`config.mk`:
```
export PLATFORM = sky130hd
export DESIGN_NAME = writeback_arbiter
export DESIGN_NICKNAME = d
export VERILOG_FILES = /design/src/rtl/writeback_arbiter.sv
export SDC_FILE = /design/constraint.sdc
export NUM_CORES = 1
export LEC_CHECK = 0
export ABC_AREA = 1
export CAP_MARGIN = 20
export CORE_ASPECT_RATIO = 1.75
export CORE_UTILIZATION = 52
export DETAILED_ROUTE_END_ITERATION = 10
export DONT_BUFFER_PORTS = 1
export PLACE_DENSITY_LB_ADDON = 0.15
export SETUP_SLACK_MARGIN = 0.1
export SLEW_MARGIN = 10
export SYNTH_ARGS = -nofsm -noshare
export SYNTH_HDL_FRONTEND = slang
export SYNTH_SLANG_ARGS = --single-unit
export TNS_END_PERCENT = 50
```
`constraint.sdc`:
```
create_clock -name clk_i -period 5.3 [get_ports clk_i]
set_clock_uncertainty 0.05 [all_clocks]
set_input_delay 1.06 -clock clk_i [delete_from_list [all_inputs] [get_ports clk_i]]
set_output_delay 1.06 -clock clk_i [all_outputs]
set_load 0.005 [all_outputs]
```
`src/rtl/writeback_arbiter.sv`:
```
// writeback_arbiter: merges pipeline writebacks with buffered long-latency results onto one regfile write port.
module writeback_arbiter #(
    parameter int FIFO_DEPTH   = 2,
    parameter int STARVE_LIMIT = 4
) (
    input  logic        clk_i,
    input  logic        rst_i,
    input  logic        wb_valid_i,
    input  logic [4:0]  wb_addr_i,
    input  logic [31:0] wb_data_i,
    input  logic        lr_valid_i,
    output logic        lr_ready_o,
    input  logic [4:0]  lr_addr_i,
    input  logic [31:0] lr_data_i,
    input  logic        issue_valid_i,
    input  logic [4:0]  issue_addr_i,
    input  logic [4:0]  query1_addr_i,
    output logic        query1_busy_async_o,
    input  logic [4:0]  query2_addr_i,
    output logic        query2_busy_async_o,
    output logic        stall_o,
    output logic        write_enable_o,
    output logic [4:0]  write_addr_o,
    output logic [31:0] write_data_o
);
    localparam int PW = $clog2(FIFO_DEPTH);
    localparam int CW = $clog2(STARVE_LIMIT + 1);

    logic [4:0]  mem_addr [FIFO_DEPTH];
    logic [31:0] mem_data [FIFO_DEPTH];
    logic [PW:0] wr_ptr, rd_ptr;
    logic [CW-1:0] starve_cnt;
    logic [31:0] busy, busy_n;
    logic        empty, full, push, pop, pipe_win, clr;
    logic [4:0]  head_addr;
    logic [31:0] head_data;

    assign empty      = wr_ptr == rd_ptr;
    assign full       = (wr_ptr ^ rd_ptr) == {1'b1, {PW{1'b0}}};
    assign lr_ready_o = !full;
    assign push       = lr_valid_i && !full;
    assign pipe_win   = wb_valid_i && wb_addr_i != 5'd0;
    assign pop        = !empty && !pipe_win;
    assign head_addr  = mem_addr[rd_ptr[PW-1:0]];
    assign head_data  = mem_data[rd_ptr[PW-1:0]];
    assign clr        = pop && head_addr != 5'd0;

    assign query1_busy_async_o = busy[query1_addr_i];
    assign query2_busy_async_o = busy[query2_addr_i];

    // set after clear so a same-cycle issue keeps the register busy
    always_comb begin
        busy_n = busy;
        if (clr) busy_n[head_addr] = 1'b0;
        if (issue_valid_i) busy_n[issue_addr_i] = 1'b1;
        busy_n[0] = 1'b0;
    end

    always_ff @(posedge clk_i) begin
        if (push) begin
            mem_addr[wr_ptr[PW-1:0]] <= lr_addr_i;
            mem_data[wr_ptr[PW-1:0]] <= lr_data_i;
        end
    end

    always_ff @(posedge clk_i) begin
        if (rst_i) begin
            wr_ptr         <= '0;
            rd_ptr         <= '0;
            starve_cnt     <= '0;
            busy           <= '0;
            stall_o        <= 1'b0;
            write_enable_o <= 1'b0;
            write_addr_o   <= 5'd0;
            write_data_o   <= 32'd0;
        end else begin
            wr_ptr         <= push ? wr_ptr + 1'b1 : wr_ptr;
            rd_ptr         <= pop ? rd_ptr + 1'b1 : rd_ptr;
            starve_cnt     <= (empty || pop) ? '0 :
                              (starve_cnt == CW'(STARVE_LIMIT)) ? starve_cnt : starve_cnt + CW'(1);
            busy           <= busy_n;
            stall_o        <= !pop && (stall_o || starve_cnt == CW'(STARVE_LIMIT));
            write_enable_o <= pipe_win || clr;
            write_addr_o   <= pipe_win ? wb_addr_i : pop ? head_addr : 5'd0;
            write_data_o   <= pipe_win ? wb_data_i : pop ? head_data : 32'd0;
            assert (!(wb_valid_i && stall_o));
            assert (!(pipe_win && busy[wb_addr_i]));
            assert (!(issue_valid_i && busy[issue_addr_i] && !(clr && head_addr == issue_addr_i)));
            assert (!(lr_valid_i && full));
        end
    end
endmodule

```
-- Yosys cells after proc, flatten, opt, wreduce, memory -nomap -nowiden
Memory sizes are Yosys's and may differ from the RTL's. A register that Yosys moved wholly into a read port is not among the register bits.
Cells that the tools add are included.
- register bits after elaboration: 78
- memory bits (writable): 74
- input port bits: 94
- output and inout bits: 42
- word-level logic and storage cells: 64
- memories: 2
- $add $sub $neg: 3
- order comparisons: 6
- eq/ne operators: 3
- multiplexer cells: 20
- bitwise logic cells: 4
- reduce and logical (&&, ||, !) cells: 17
- memory list (name ; words ; width ; read ports ; clocked after Yosys merged registers in ; write ports ; RTL line ; source):
    mem_data ; 2 ; 32 ; 1 ; 1 ; 1 ; 30 ; logic [31:0] mem_data [FIFO_DEPTH];
    mem_addr ; 2 ; 5 ; 1 ; 1 ; 1 ; 29 ; logic [4:0] mem_addr [FIFO_DEPTH];
- operator list (operator ; count):
    $mux W32 ; 4
    $and A32 B32 Y32 ; 1
    $not A32 Y32 ; 1
    $or A32 B32 Y32 ; 1
    $lt A5 B6 Y1 const B ; 4
    $bmux W1 S5 ; 2
    $demux W1 S5 ; 2
    $ge A5 B1 Y1 const B ; 2
    $mux W1 ; 10
    $mux W5 ; 2
    $reduce_bool A5 Y1 ; 2
    $logic_and A1 B1 Y1 ; 7
    $add A2 B1 Y2 const B ; 2
    $logic_not A1 Y1 ; 4
    $add A3 B1 Y3 const B ; 1
    $eq A3 B3 Y1 const B ; 1
    $logic_or A1 B1 Y1 ; 3
    $eq A2 B2 Y1 ; 1
    $eq A2 B2 Y1 const B ; 1
    $reduce_or A2 Y1 ; 1
    $xor A2 B2 Y2 ; 1

-- Depth between registers and ports, before layout
Gate-level depths: netlist (run 1).
- depth in word-level cells: 9
- mapped depth: 11
- depth with buffers taken out: 9

-- Worst setup path after synthesis (run 1)
No wires, ideal clock.
- path type: input to register
- start point: in lr_valid_i
- end point: reg wr_ptr[0]
- arrival time: 3.074 ns
- data required time: 5.133 ns
- setup slack: 2.058 ns
- stages: 5
- path buffers: 0
- cells stage by stage: nand2_1 > nor2_1 > inv_1 > nand2_1 > a21oi_1
- cells in the longest elaborated chain, start to end: 1
- ends and longest elaborated chain (item ; RTL line ; source):
    from (decl) ; 11 ; input logic lr_valid_i,
    $logic_and A1 B1 Y1 ; 41 ; assign push = lr_valid_i && !full;
    to (signal assigned) ; 77 ; wr_ptr <= push ? wr_ptr + 1'b1 : wr_ptr;
    to (decl) ; 31 ; logic [PW:0] wr_ptr, rd_ptr;
Every way passes these cells.
A chain may end at the register's enable or synchronous reset.

-- Worst setup path in the final report (run 1)
- start point: in query1_addr_i[0]
- end point: out query1_busy_async_o
- cells in the longest elaborated chain, start to end: 2
- ends and longest elaborated chain (item ; RTL line ; source):
    from (decl) ; 17 ; input logic [4:0] query1_addr_i,
    $bmux W1 S5 ; 48 ; assign query1_busy_async_o = busy[query1_addr_i];
    $mux W1 (implied by the code) ; 48 ;
    to (decl) ; 18 ; output logic query1_busy_async_o,
Every way passes these cells. The select of a mux whose other input is x is not followed.

==> results list, run 1 <==
- Input and output buffers added on the ports amount to 0.
- Data arrives at the worst endpoint at 1.86 ns.
* Starting DRC count in detailed routing: 302
- In this run, post-CTS repair resized a total of 0 instances.
- 0 antenna diodes ended up in the layout.
- After clock tree synthesis, the setup repair step added 0 buffers.
- The worst setup path is launched from a primary input.
* Total via count after detailed routing: 4,916
- Die span in x: 88.4 um
* Total global-route track usage: 24.7%
- Clock root buffer: clkbuf_16
- Combinational group share of total power: 11.1%
- Combinational family with the most area after synthesis: simple AND/OR/NAND/NOR gates
* Count of clock tree sinks: 152
- In the synthesized netlist, the number of instances is 698.
* Final max-slew violation count: 0
- Synth-to-layout area growth: 9.73%
* Final count of hold timing violations: 0
- Aggregate global routing overflow: 0
- Pin slew with the least headroom to its limit: 1.15 ns
- The internal portion of the total power is 0.00204 W.
- Routability-driven placement finished with a final weighted congestion of 0.894.
- The synthesized netlist devotes 0.369% of its cell area to adder and majority cells.
- After filler insertion, the fill cell instance count of the layout stands at 1,112.
- In this run the remaining antenna-violating nets after routing total 0.
- Per report_power, the sequential group accounts for 47.9% of the total.
* Number of distinct library cells after synthesis: 28
- After detailed routing, the number of vias per cell comes to 5.62.
- The worst pin sits at a relative slew slack of 22.7%.
* Mux share of post-synthesis cell area: 4.72%
- In this run the worst hold path is classified as flip-flop to flip-flop.
* Flops & latches, synth: 152
- The later pin in the worst-skew pair is clocked with a latency of 0.41 ns.
* Min-Delay Path Depth: 2
* Unrepaired setup endpoints after global routing: false
- Largest fanout of any net on the critical path: 18
* Basic-gate share of the synthesized area counting and, or, nand and nor cells: 22.0%
* Cells traversed along the worst timing path: inv_2 > nand2_1 > nand3_1 > nand3_1 > nand2_1 > nand2_1 > nand2_1 > nand2_1 > nand2_1
- Final critical-path share of the clock period: 56.0%
* Core region area: 0.0126 sq mm
- Crit path buf inv count: 1
- Switching power: 0.000782 W
- Critical Path End Type: primary output
- Time the final worst path needs with I/O delays and setup: 2.97 ns
- Instance count on the critical path: 9
* CTS tree: built
- The run finished with clean final reports.
- The floorplan step defined a die boundary enclosing 0.0135 sq mm.
* Post-synthesis compound-gate area fraction: 11.4%
- Number of antenna violations at the first check in global routing: 0
- Detailed-placement wirelength estimate: 11.2 mm
* Sw frac: 27.7%
* Fraction of final layout cells sized beyond drive strength 1: 15.8%
- The synthesized netlist occupies a cell area of 0.00679 sq mm.
- Share of total power in the clock network: 41.0%
- Cell occurring most often along the worst timing path: nand2_1
- Top library cells by usage in the layout, fill and taps aside: 210 x nand2_1, 77 x dfxtp_1, 74 x edfxtp_1
- The worst register-to-register path has a depth of 8.
- After routing, the total negative slack on setup checks comes to 0 ns.
- TritonCTS created 17 clock buffers.
- Number of global-route vias before repair: 5,004
* # DRC: 0
* Count of yosys warnings during synthesis: 0
- Starting density of the core: 54.0%
- Counting along the longest clock path gives a buffer depth of 2.
* Standby leakage power: 2.67 nW
* Sequential element share of the synthesized area: 55.8%
- Cell family contributing the most delay on the critical path: simple AND/OR/NAND/NOR gates
- The floorplan has 54 rows.
- Average routed wire per standard cell: 17.9 um
- Level count of the clock H-tree: 4
* Crit Path Category: primary input to primary output
- Highest Clock Rate: 337 MHz
- Total wire length: 15.7 mm
* Most frequent standard cell in the layout excluding fill and tap cells: nand2_1
- Total power divided by cell area: 379 mW/mm^2
- DRT Pass-1 Iters: 5
- Summing the areas of all xor and xnor instances in the mapped netlist gives 0.129% of the synthesized area.
- For the worst setup path, the data required time is 4.19 ns.
* I/O pin count: 136
- Largest net degree at the start of global routing: 72
- Slowest library cell on the worst path: inv_2
* Wire length of the first global-routing pass: 25.1 mm
- Setup violations remaining at the end of the flow were counted as 0.
* Stage delay of the slowest cell on the critical path: 0.20 ns
- Net count after synthesis: 794
- Worst-path clk slew: 0.07 ns
- In the final design database the tool counted 790 nets.
- The tool flagged a number of max-cap violations equal to 0.
- Average footprint of a synthesized cell: 9.72 sq um
- Die Height: 153 um
* Max VDD drop: 0.000348 V
* Sum of internal, switching and leakage power: 0.00282 W
* Hold-fix buffer count after cts: 0
-- metal layers --
metal / vias to the layer above / share of wire, % / global-route usage, %
met5: - / 0 / 0
met4: 0 / 3.1 / 11.0
met3: 43 / 6.4 / 6.97
met2: 201 / 56 / 44.8
met1: 2303 / 35 / 25.5
li1: 2369 / - / -
-- flip-flops by register name, indices dropped and copies added, names as in the netlist, named ones only --
signal and flops:
mem_data 64, write_data_o 32, wr_ptr 2, write_enable_o 1, write_addr_o 5, stall_o 1, mem_addr 10, starve_cnt 3
busy 31, rd_ptr 2
-- worst min-delay path, cell delays in order (launching register included) --
cell     delay [ns]
dfxtp_1        0.32
nand2_1        0.06
a21oi_1        0.05
-- path summary, 6_finish.rpt --
kind	end	startpoint	slack, ns
worst max-delay path	query1_busy_async_o	query1_addr_i[0]	2.33
worst max register to register	busy[17]	flip-flop	3.16
worst min register to register	busy[6]	busy[6]	0.42
worst min-delay path	busy[6]	busy[6]	0.42
-- cell families (layout without fill, tap and decap cells) --
kind of cell	after synthesis	in the layout
AO/OA/AOI/OAI	96	96
flip-flops	152	152
buffers and inverters	73	82
XOR/XNOR	1	1
adder cells (fa/ha/maj)	2	2
multiplexers	32	32
AND/OR/NAND/NOR	342	342
-- power groups by stage --
stage	clock (W)	sequential, W	combinational [W]
2_1_floorplan	0	0.00137	0.000274
3_3_place_gp	0	0.00138	0.000302
3_5_place_dp	0	0.00138	0.000308
4_1_cts	0.00118	0.00135	0.000309
5_1_grt	0.00123	0.00136	0.000348
6_report	0.00116	0.00135	0.000314
-- layout make-up --
type	instances	area (sq um)	share of cell area [%]
flip-flops and latches	152	3780	50.8
multi-input cells	473	2630	35.4
clock buffers	17	425	5.71
well taps	168	210	2.82
inverters	43	169	2.27
clock inverters	15	151	2.03
repair buffers	7	72.6	0.974
-- synth_stat cells --
cell | number | area, sq um
ha_1 | 2 | 25.0
nand3_2 | 7 | 70.1
o21ai_0 | 10 | 50.1
edfxtp_1 | 74 | 2220
nand2_2 | 9 | 56.3
nor2_2 | 3 | 18.8
nand3_1 | 70 | 350
inv_2 | 4 | 15.0
o21ai_1 | 1 | 5.00
mux2i_1 | 32 | 320
o31ai_1 | 8 | 60.1
nand2_4 | 4 | 45.0
nor3_1 | 12 | 60.1
o31ai_2 | 26 | 325
nand2_1 | 210 | 788
dfxtp_1 | 78 | 1560
inv_8 | 1 | 11.3
xnor2_1 | 1 | 8.76
clkbuf_1 | 7 | 26.3
a21oi_2 | 15 | 131
buf_2 | 10 | 50.1
inv_1 | 38 | 143
o211ai_1 | 6 | 45.0
buf_4 | 2 | 15.0
buf_6 | 11 | 124
o21ai_2 | 2 | 17.5
a21oi_1 | 28 | 140
nor2_1 | 27 | 101
-- stage by stage --
step                instances  hold WS (ns)  setup WS, ns  utilization [%]  instance area [sq um]
global placement          839         0.402          2.40             54.3                   6820
global route              875         0.456          2.24             59.3                   7450
detailed placement        841         0.417          2.38             54.4                   6830
CTS                       873         0.427          2.37             58.9                   7410
floorplan                 698         0.389          2.06                -                   6790
finish                    875         0.425          2.33             59.3                   7450
Power figures use the tool's default switching activity.
==> run 2: changes to the inputs <==
- clock period: 5.3 -> 2.84 ns (I/O delays scaled with it)
==> run 2 against run 1 <==
  * Register-to-register slack lost 2.3 ns
  * Setup slack lost 1.5 ns
  * Combinational power grew 79%
  * Total power grew 82%
  * Core utilization shrank 0.23 points
  * Clock power grew 76%
  * Count of clock-buffer cells in the layout grew 2
  * Sequential cell count is the same
  * Non-clock buffer count grew 3
  * Largest power group unchanged
==> results list, run 2 (synthesis gave the netlist of run 1 again) <==
* Total of max-cap violations: 0 (unchanged)
- Critical Path End Type: primary output (unchanged)
- The floorplan core area was 0.0126 sq mm (unchanged).
- The number of global-route vias before repair is 5,085 (was 5,004).
- The leading cell type in the layout, fill and taps excluded is nand2_1 (unchanged).
- Top library cells by usage in the layout, fill and taps aside: 210 x nand2_1, 77 x dfxtp_1, 74 x edfxtp_1 (unchanged).
- The global placement routability congestion came to 0.863 (was 0.894).
- The count of final setup violators came to 0 (unchanged).
- The layer carrying the most global-route usage is met2 (unchanged).
- Static timing analysis puts the maximum clock frequency at 504 MHz.
* Number of antenna cells inserted: 0 (unchanged)
* Synth-to-layout area growth: 9.31% (was 9.73%)
- The post-cts resize count is 0 (unchanged).
- Clock root buffer: clkbuf_16 (unchanged)
- Total power divided by cell area: 693 mW/mm^2 (was 379 mW/mm^2)
- Antenna Nets Post-Route: 0 (unchanged)
* Count of clock tree sinks: 152 (unchanged)
- Standard-cell rows: 54 (unchanged)
* Fraction of final layout cells sized beyond drive strength 1: 15.9% (was 15.8%)
- The final hold violation count is 0 (unchanged).
- CTS tree: built (unchanged)
- The total of buffers placed on input and output ports was 0 (unchanged).
* Cell family contributing the most delay on the critical path: simple AND/OR/NAND/NOR gates (unchanged)
* Cells traversed along the worst timing path: inv_1 > nand2_1 > o211ai_1 > nand3_1 > nand3_1 > nand2_1 > nand2_1 > nand2_1 (was inv_2 > nand2_1 > nand3_1 > nand3_1 > nand2_1 > nand2_1 > nand2_1 > nand2_1 > nand2_1)
- Wire length of the first global-routing pass: 24.8 mm (was 25.1 mm)
* Starting density of the core: 54.0% (unchanged)
- Detailed-placement wirelength estimate: 11.2 mm (about the same)
- The wire length reported by the detailed router came to 15.5 mm (was 15.7 mm).
- Outcome: finished, final reports clean (unchanged)
- The normalized max-slew margin was 55.0% (was 22.7%).
- The level count of the clock H-tree was 4 (unchanged).
* Total global-route track usage: 24.5% (was 24.7%)
* Total via count after detailed routing: 4,907 (was 4,916)
- Final max-slew violation count: 0 (unchanged)
- The number of optimization iterations in the first detailed-route pass was 5 (unchanged).
- The required time of the worst setup path came to 2.22 ns (was 4.19 ns).
* Post CTS Setup Buffer Count: 0 (unchanged)
* Die Height: 153 um (unchanged)
* Startpoint type of the worst setup path: flip-flop (was primary input)
- # DRC: 0 (unchanged)
- The maximum fanout encountered on the critical timing path came to 2 (was 18).
- Standby leakage power: 2.66 nW (was 2.67 nW)
* Final critical-path share of the clock period: 69.9%
- The met1 layer usage reported by global route came to 24.1% (was 25.5%).
- The met3 capacity usage during global routing was 7.07% (was 6.97%).
- The maximum number of pins on one net before global-route repair came to 72 (unchanged).
* Area enclosed by the die boundary: 0.0135 sq mm (unchanged)
* Filler Cells Inserted: 1,109 (was 1,112)
- Starting DRC count in detailed routing: 326 (was 302)
* Slowest library cell on the worst path: dfxtp_1 (was inv_2)
- Via/cell ratio: 5.59 (was 5.62)
- Aggregate global routing overflow: 0 (unchanged)
- Stage delay of the slowest cell on the critical path: 0.32 ns (was 0.20 ns)
- The number of antenna violations at the first check in global routing is 0 (unchanged).
* Post-Route Utilization: 59.0% (was 59.3%)
* TritonCTS Buffers: 17 (unchanged)
- Unrepaired setup endpoints after global routing: false (unchanged)
* Flip-flop count of the largest register, all copies and words added: 64 (unchanged)
* Hold Crit Class: primary input to flip-flop (was flip-flop to flip-flop)
- The worst path needs 1.99 ns of the cycle, external delays included.
- Die span in x: 88.4 um (unchanged)
* Worst-path clk slew: 0.06 ns (was 0.07 ns)
* I/O pin count: 136 (unchanged)
* Nets: 793 (was 790)
- The worst-skew pair later-pin latency came to 0.42 ns (was 0.41 ns).
* Met2 usage in global routing: 43.5% (was 44.8%)
- The summed negative setup slack over all endpoints was 0 ns (unchanged).
- Crit path buf inv count: 1 (unchanged)
- The number of hold buffers added after cts was 0 (unchanged).
- Max VDD drop: 0.000567 V (was 0.000348 V)
* Pin slew with the least headroom to its limit: 0.669 ns (was 1.15 ns)
* Average routed wire per standard cell: 17.6 um (was 17.9 um)
- Cell occurring most often along the worst timing path: nand2_1 (unchanged)
* Data arrival time of the critical path: 1.37 ns (was 1.86 ns)
- The maximum clock insertion buffer count was 2 (unchanged).
* Crit Path Category: flip-flop to primary output (was primary input to primary output)
-- run 2: worst paths after layout --
kind	startpoint	endpoint	slack, ns	cells after the start
hold / removal	rst_i	busy[29]	0.19	1
setup / recovery	busy[6]	query1_busy_async_o	0.85	8
hold reg to reg	busy[2]	busy[2]	0.42	2
setup reg to reg	wr_ptr[0]	mem_addr[1][0]	0.86	7
-- run 2: power by group --
group          internal, W  switching (W)
Clock              0.00117       0.000876
Sequential         0.00246      0.0000784
Combinational     0.000174       0.000388
-- run 2: metrics by stage --
stage	power (W)	setup WS [ns]	std cells	area, sq um	hold WS, ns
after floorplan	0.00306	0.0670	698	6790	0.389
after global placement	0.00313	0.853	846	6870	0.394
after detailed placement	0.00315	0.829	846	6870	0.411
after CTS	0.00518	0.825	878	7420	0.158
after global routing	0.00535	0.610	878	7420	0.174
final	0.00514	0.854	878	7420	0.190
-- run 2: cell type report --
| type | instances | area, sq um | share of cell area (%) |
|---|---|---|---|
| inverters | 43 | 169 | 2.28 |
| clock inverters | 13 | 92.6 | 1.25 |
| clock buffers | 19 | 453 | 6.11 |
| multi-input cells | 473 | 2630 | 35.5 |
| flip-flops and latches | 152 | 3780 | 51.0 |
| well taps | 168 | 210 | 2.83 |
| repair buffers | 10 | 75.1 | 1.01 |
-- run 2: routing by layer --
layer,share of wire (%),vias to the layer above
met3,6.7,51
met1,34,2286
met2,55,193
met5,0,-
li1,-,2377
met4,4.4,0
==> run 3: changes to the inputs <==
- ABC_AREA: 1 -> 0
- clock period: 2.84 -> 1.6 ns (I/O delays scaled with it)
==> run 3 against run 2 <==
  * The flow now finishes with violations (hold timing, setup timing)
  * Sequential cell count stayed put
  * Sequential share of layout area is 11 points lower
  * Critical path depth is 4 lower
  * Synthesized cell count is 28% lower
  * Critical endpoint unchanged
  * Synthesized area is 6.7% lower
==> results list, run 3 <==
- The final reports fail on hold timing, setup timing.
* Unrepaired setup endpoints after global routing: true (was false)
* Flip-flop count of the largest register, all copies and words added: 64 (unchanged)
- Time the final worst path needs with I/O delays and setup: 2.31 ns
- Pin slew with the least headroom to its limit: 0.530 ns (was 0.669 ns)
- Crit Path Category: flip-flop to primary output (unchanged)
- Number of buffers on the longest clock path: 2 (unchanged)
* Synth-to-layout area growth: 50.9% (was 9.31%)
- Fraction of registers with async set/reset: 0% (unchanged)
- Top library cells by usage in the layout, fill and taps aside: 74 x dlygate4sd3_1, 74 x edfxtp_1, 60 x dfxtp_1 (was 210 x nand2_1, 77 x dfxtp_1, 74 x edfxtp_1)
- The die width is 85.4 um (was 88.4 um).
- The level count of the clock H-tree was 4 (unchanged).
- The clock input transition at the sequential cells of the worst setup and hold paths is 0.07 ns (was 0.06 ns).
- Via/cell ratio: 6.81 (was 5.59)
* Hold Crit Class: primary input to flip-flop (unchanged)
* Cell occurring most often along the worst timing path: nand4_1 (was nand2_1)
* Number of antenna violations at the first check in global routing: 0 (unchanged)
- The met2 track utilization from global routing is 59.6% (was 43.5%).
- The count of synthesis-stage warnings from yosys is 0 (unchanged).
- The met3 capacity usage during global routing was 8.26% (was 7.07%).
- The share of synthesized area occupied by flip-flops and latches was 59.8% (was 55.8%).
- The total power draw was 0.0124 W (was 0.00514 W).
- Crit path required time: 1.23 ns (was 2.22 ns)
- The number of design rule violations left after detail routing came to 0 (unchanged).
- Cells traversed along the worst timing path: mux4_2 > nand4_1 > nand4_1 > or4_4 (was inv_1 > nand2_1 > o211ai_1 > nand3_1 > nand3_1 > nand2_1 > nand2_1 > nand2_1).
* Final worst hold slack: -0.0101 ns (was 0.190 ns)
- Routability cong.: 0.822 (was 0.863)
- Instance area after placement: 0.00689 sq mm (was 0.00687 sq mm)
- Multi-input gate area: 0.00324 sq mm (was 0.00263 sq mm)
* Final count of hold timing violations: 1 (was 0)
- Top area cells in the synthesized netlist: edfxtp_1 35%, dfxtp_1 25%, mux2i_1 5.5% (was edfxtp_1 33%, dfxtp_1 23%, nand2_1 12%)
- The effective utilization at floorplan came to 53.0% (was 54.0%).
- Post-Route Utilization: 80.0% (was 59.0%)
- Outcome: complete, but fails checks (was finished, final reports clean).
- Area of the mapped netlist: 0.00633 sq mm (was 0.00679 sq mm)
- The pre-CTS setup slack is -0.470 ns (was 0.829 ns).
* Critical Path End Type: primary output (unchanged)
* Most common cell in the netlist: dfxtp_1 (was nand2_1)
* Largest fanout of any net on the critical path: 3 (was 2)
- Commonest cells in the synthesized netlist: 78 x dfxtp_1, 74 x edfxtp_1, 38 x nand2_1 (was 210 x nand2_1, 78 x dfxtp_1, 74 x edfxtp_1).
* I/O Buffers: 0 (unchanged)
- TritonCTS Buffers: 17 (unchanged)
* Number of global-route vias before repair: 5,435 (was 5,085)
- Clock latency on the worst-skew pair: 0.44 ns (was 0.42 ns)
- The count of final setup violators was 142 (was 0).
- The wire length of the first global-routing pass came to 30.2 mm (was 24.8 mm).
- Area taken by flip-flops and latches: 0.00382 sq mm (was 0.00378 sq mm)
- CTS tree: built (unchanged)
* Aggregate global routing overflow: 0 (unchanged)
- The site row count is 53 (was 54).
- The clock root buffer is clkbuf_16 (unchanged).
- Slowest library cell on the worst path: mux4_2 (was dfxtp_1)
- The number of enable flip-flop cells after synthesis was 74 (unchanged).
- Based on the critical path, the design can be clocked at up to 433 MHz.
- Average routed wire per standard cell: 30.5 um (was 17.6 um)
* Average footprint of a synthesized cell: 12.6 sq um (was 9.72 sq um)
* I/O pin count: 136 (unchanged)
- The cell type group with the largest total delay on the critical path is simple AND/OR/NAND/NOR gates (unchanged).
* Final max-slew violation count: 0 (unchanged)
- Detailed-placement wirelength estimate: 10.7 mm (was 11.2 mm)
- Final critical-path share of the clock period: 144%
- Standby leakage power: 3.27 nW (was 2.66 nW)
- Count of mapped cells out of synthesis: 501 (was 698)
- The worst IR drop on VDD was 0.00149 V (was 0.000567 V).
* Synth top area share: 35.1% (was 32.7%)
- Starting DRC count in detailed routing: 414 (was 326)
- Core region area: 0.0119 sq mm (was 0.0126 sq mm)
- Total global-route track usage: 33.1% (was 24.5%)
- Antenna Nets Post-Route: 0 (unchanged)
- The reported max-cap violation count is 0 (unchanged).
- The number of diodes came to 0 (unchanged).
- The met1 layer usage reported by global route came to 33.6% (was 24.1%).
- The proportion of layout cells with a drive suffix above 1 was 38.6% (was 15.9%).
- Worst Slack Setup Final: -0.708 ns (was 0.854 ns)
- DRT Pass-1 Iters: 6 (was 5)
- Data arrival time of the critical path: 1.94 ns (was 1.37 ns)
- The count of buffer and inverter cells on the critical path came to 0 (was 1).
* Total power divided by cell area: 1300 mW/mm^2 (was 693 mW/mm^2)
- Layer with the highest usage: met2 (unchanged)
- Nets: 739 (was 793)
* Stage delay of the slowest cell on the critical path: 0.49 ns (was 0.32 ns)
* Area enclosed by the die boundary: 0.0126 sq mm (was 0.0135 sq mm)
- Count of clock tree sinks: 152 (unchanged)
- The most frequently used flop master after synthesis is dfxtp_1 (unchanged).
* Number of distinct library cells after synthesis: 51 (was 28)
- Total wire length: 24.2 mm (was 15.5 mm)
* Total via count after detailed routing: 5,403 (was 4,907)
- The top cell type by total area after synthesis is edfxtp_1 (unchanged).
* Flops & latches, synth: 152 (unchanged)
- Die Height: 148 um (was 153 um)
- The total of fill cells in the finished design was 573 (was 1,109).
- The maximum number of pins on one net before global-route repair was 41 (was 72).
- Net count after synthesis: 597 (was 794)
* Startpoint type of the worst setup path: flip-flop (unchanged)
- Inst Count DP: 659 (was 846)
- Relative max-transition margin: 63.7% (was 55.0%)
- Count of placed standard cells in the final layout, fillers left out: 793 (was 878)
- The final standard cell area without fillers is 0.00955 sq mm (was 0.00742 sq mm).
-- run 3: cell count changes in the layout (fill, tap and decap cells not counted), moves of 16 or more --
| cell | change |
|---|---|
| nand2_1 | -172 |
| dlygate4sd3_1 | +74 |
| nand3_1 | -67 |
| buf_4 | +41 |
| inv_1 | -32 |
| o31ai_2 | -26 |
| buf_6 | +18 |
| o2bb2ai_4 | +18 |
| dfxtp_1 | -17 |
| a311oi_1 | +16 |
| o2bb2ai_2 | +16 |
-- run 3: kinds of logic after synthesis --
kind of cell | share of synthesized area [%]
flops | 59.8
compound gates | 14.6
simple gates | 9.84
mux | 11.2
buf+inv | 3.28
xor+xnor | 0.830
fa+ha+maj | 0.395
-- run 3: worst paths after layout --
path / startpoint / end / slack, ns / depth (start not counted)
worst max register to register: flip-flop / write_data_o[0] / -0.19 / 5
worst min register to register: busy[23] / busy[23] / 0.48 / 2
worst max-delay path: busy[31] / query1_busy_async_o / -0.71 / 4
worst min-delay path: wb_valid_i / write_addr_o[0] / -0.01 / 2
-- run 3: layout make-up --
class | instances | share of cell area [%]
sequential | 152 | 40.0
multi-input combinational | 304 | 33.9
timing repair buffer | 160 | 17.7
clock buffer | 19 | 4.53
tap | 137 | 1.79
clock inverter | 13 | 1.76
inverter | 8 | 0.354
-- run 3: timing repair --
| item | in CTS | in global routing |
|---|---|---|
| resized for setup | 109 | 68 |
| hold buffers | 75 | 0 |
| gates cloned | 3 | 5 |
| endpoints found under the hold margin | 148 | 0 |
| endpoints found under the setup margin | 147 | 150 |
| setup buffers | 16 | 8 |
| pin swaps | 31 | 43 |
-- run 3: metrics by stage --
stage / TNS (ns) / hold slack, ns
after detailed placement: -24.11 / 0.344
after global routing: -18.34 / 0.0192
after global placement: -23.75 / 0.340
final: -16.18 / -0.0101
after CTS: -3.28 / 0.00250
after floorplan: -34.77 / 0.369
-- run 3: routing by layer --
metal / up-vias / routed length [um]
li1: 2242 / -
met1: 2626 / 7670
met2: 410 / 12900
met3: 125 / 1920
met4: 0 / 1690
met5: - / 0
-- run 3: power by group --
part / internal [W] / total (W) / switching, W
clock: 0.00247 / 0.00427 / 0.00180
sequential: 0.00454 / 0.00483 / 0.000289
combinational: 0.00154 / 0.00331 / 0.00177
total: 0.00855 / 0.0124 / 0.00386
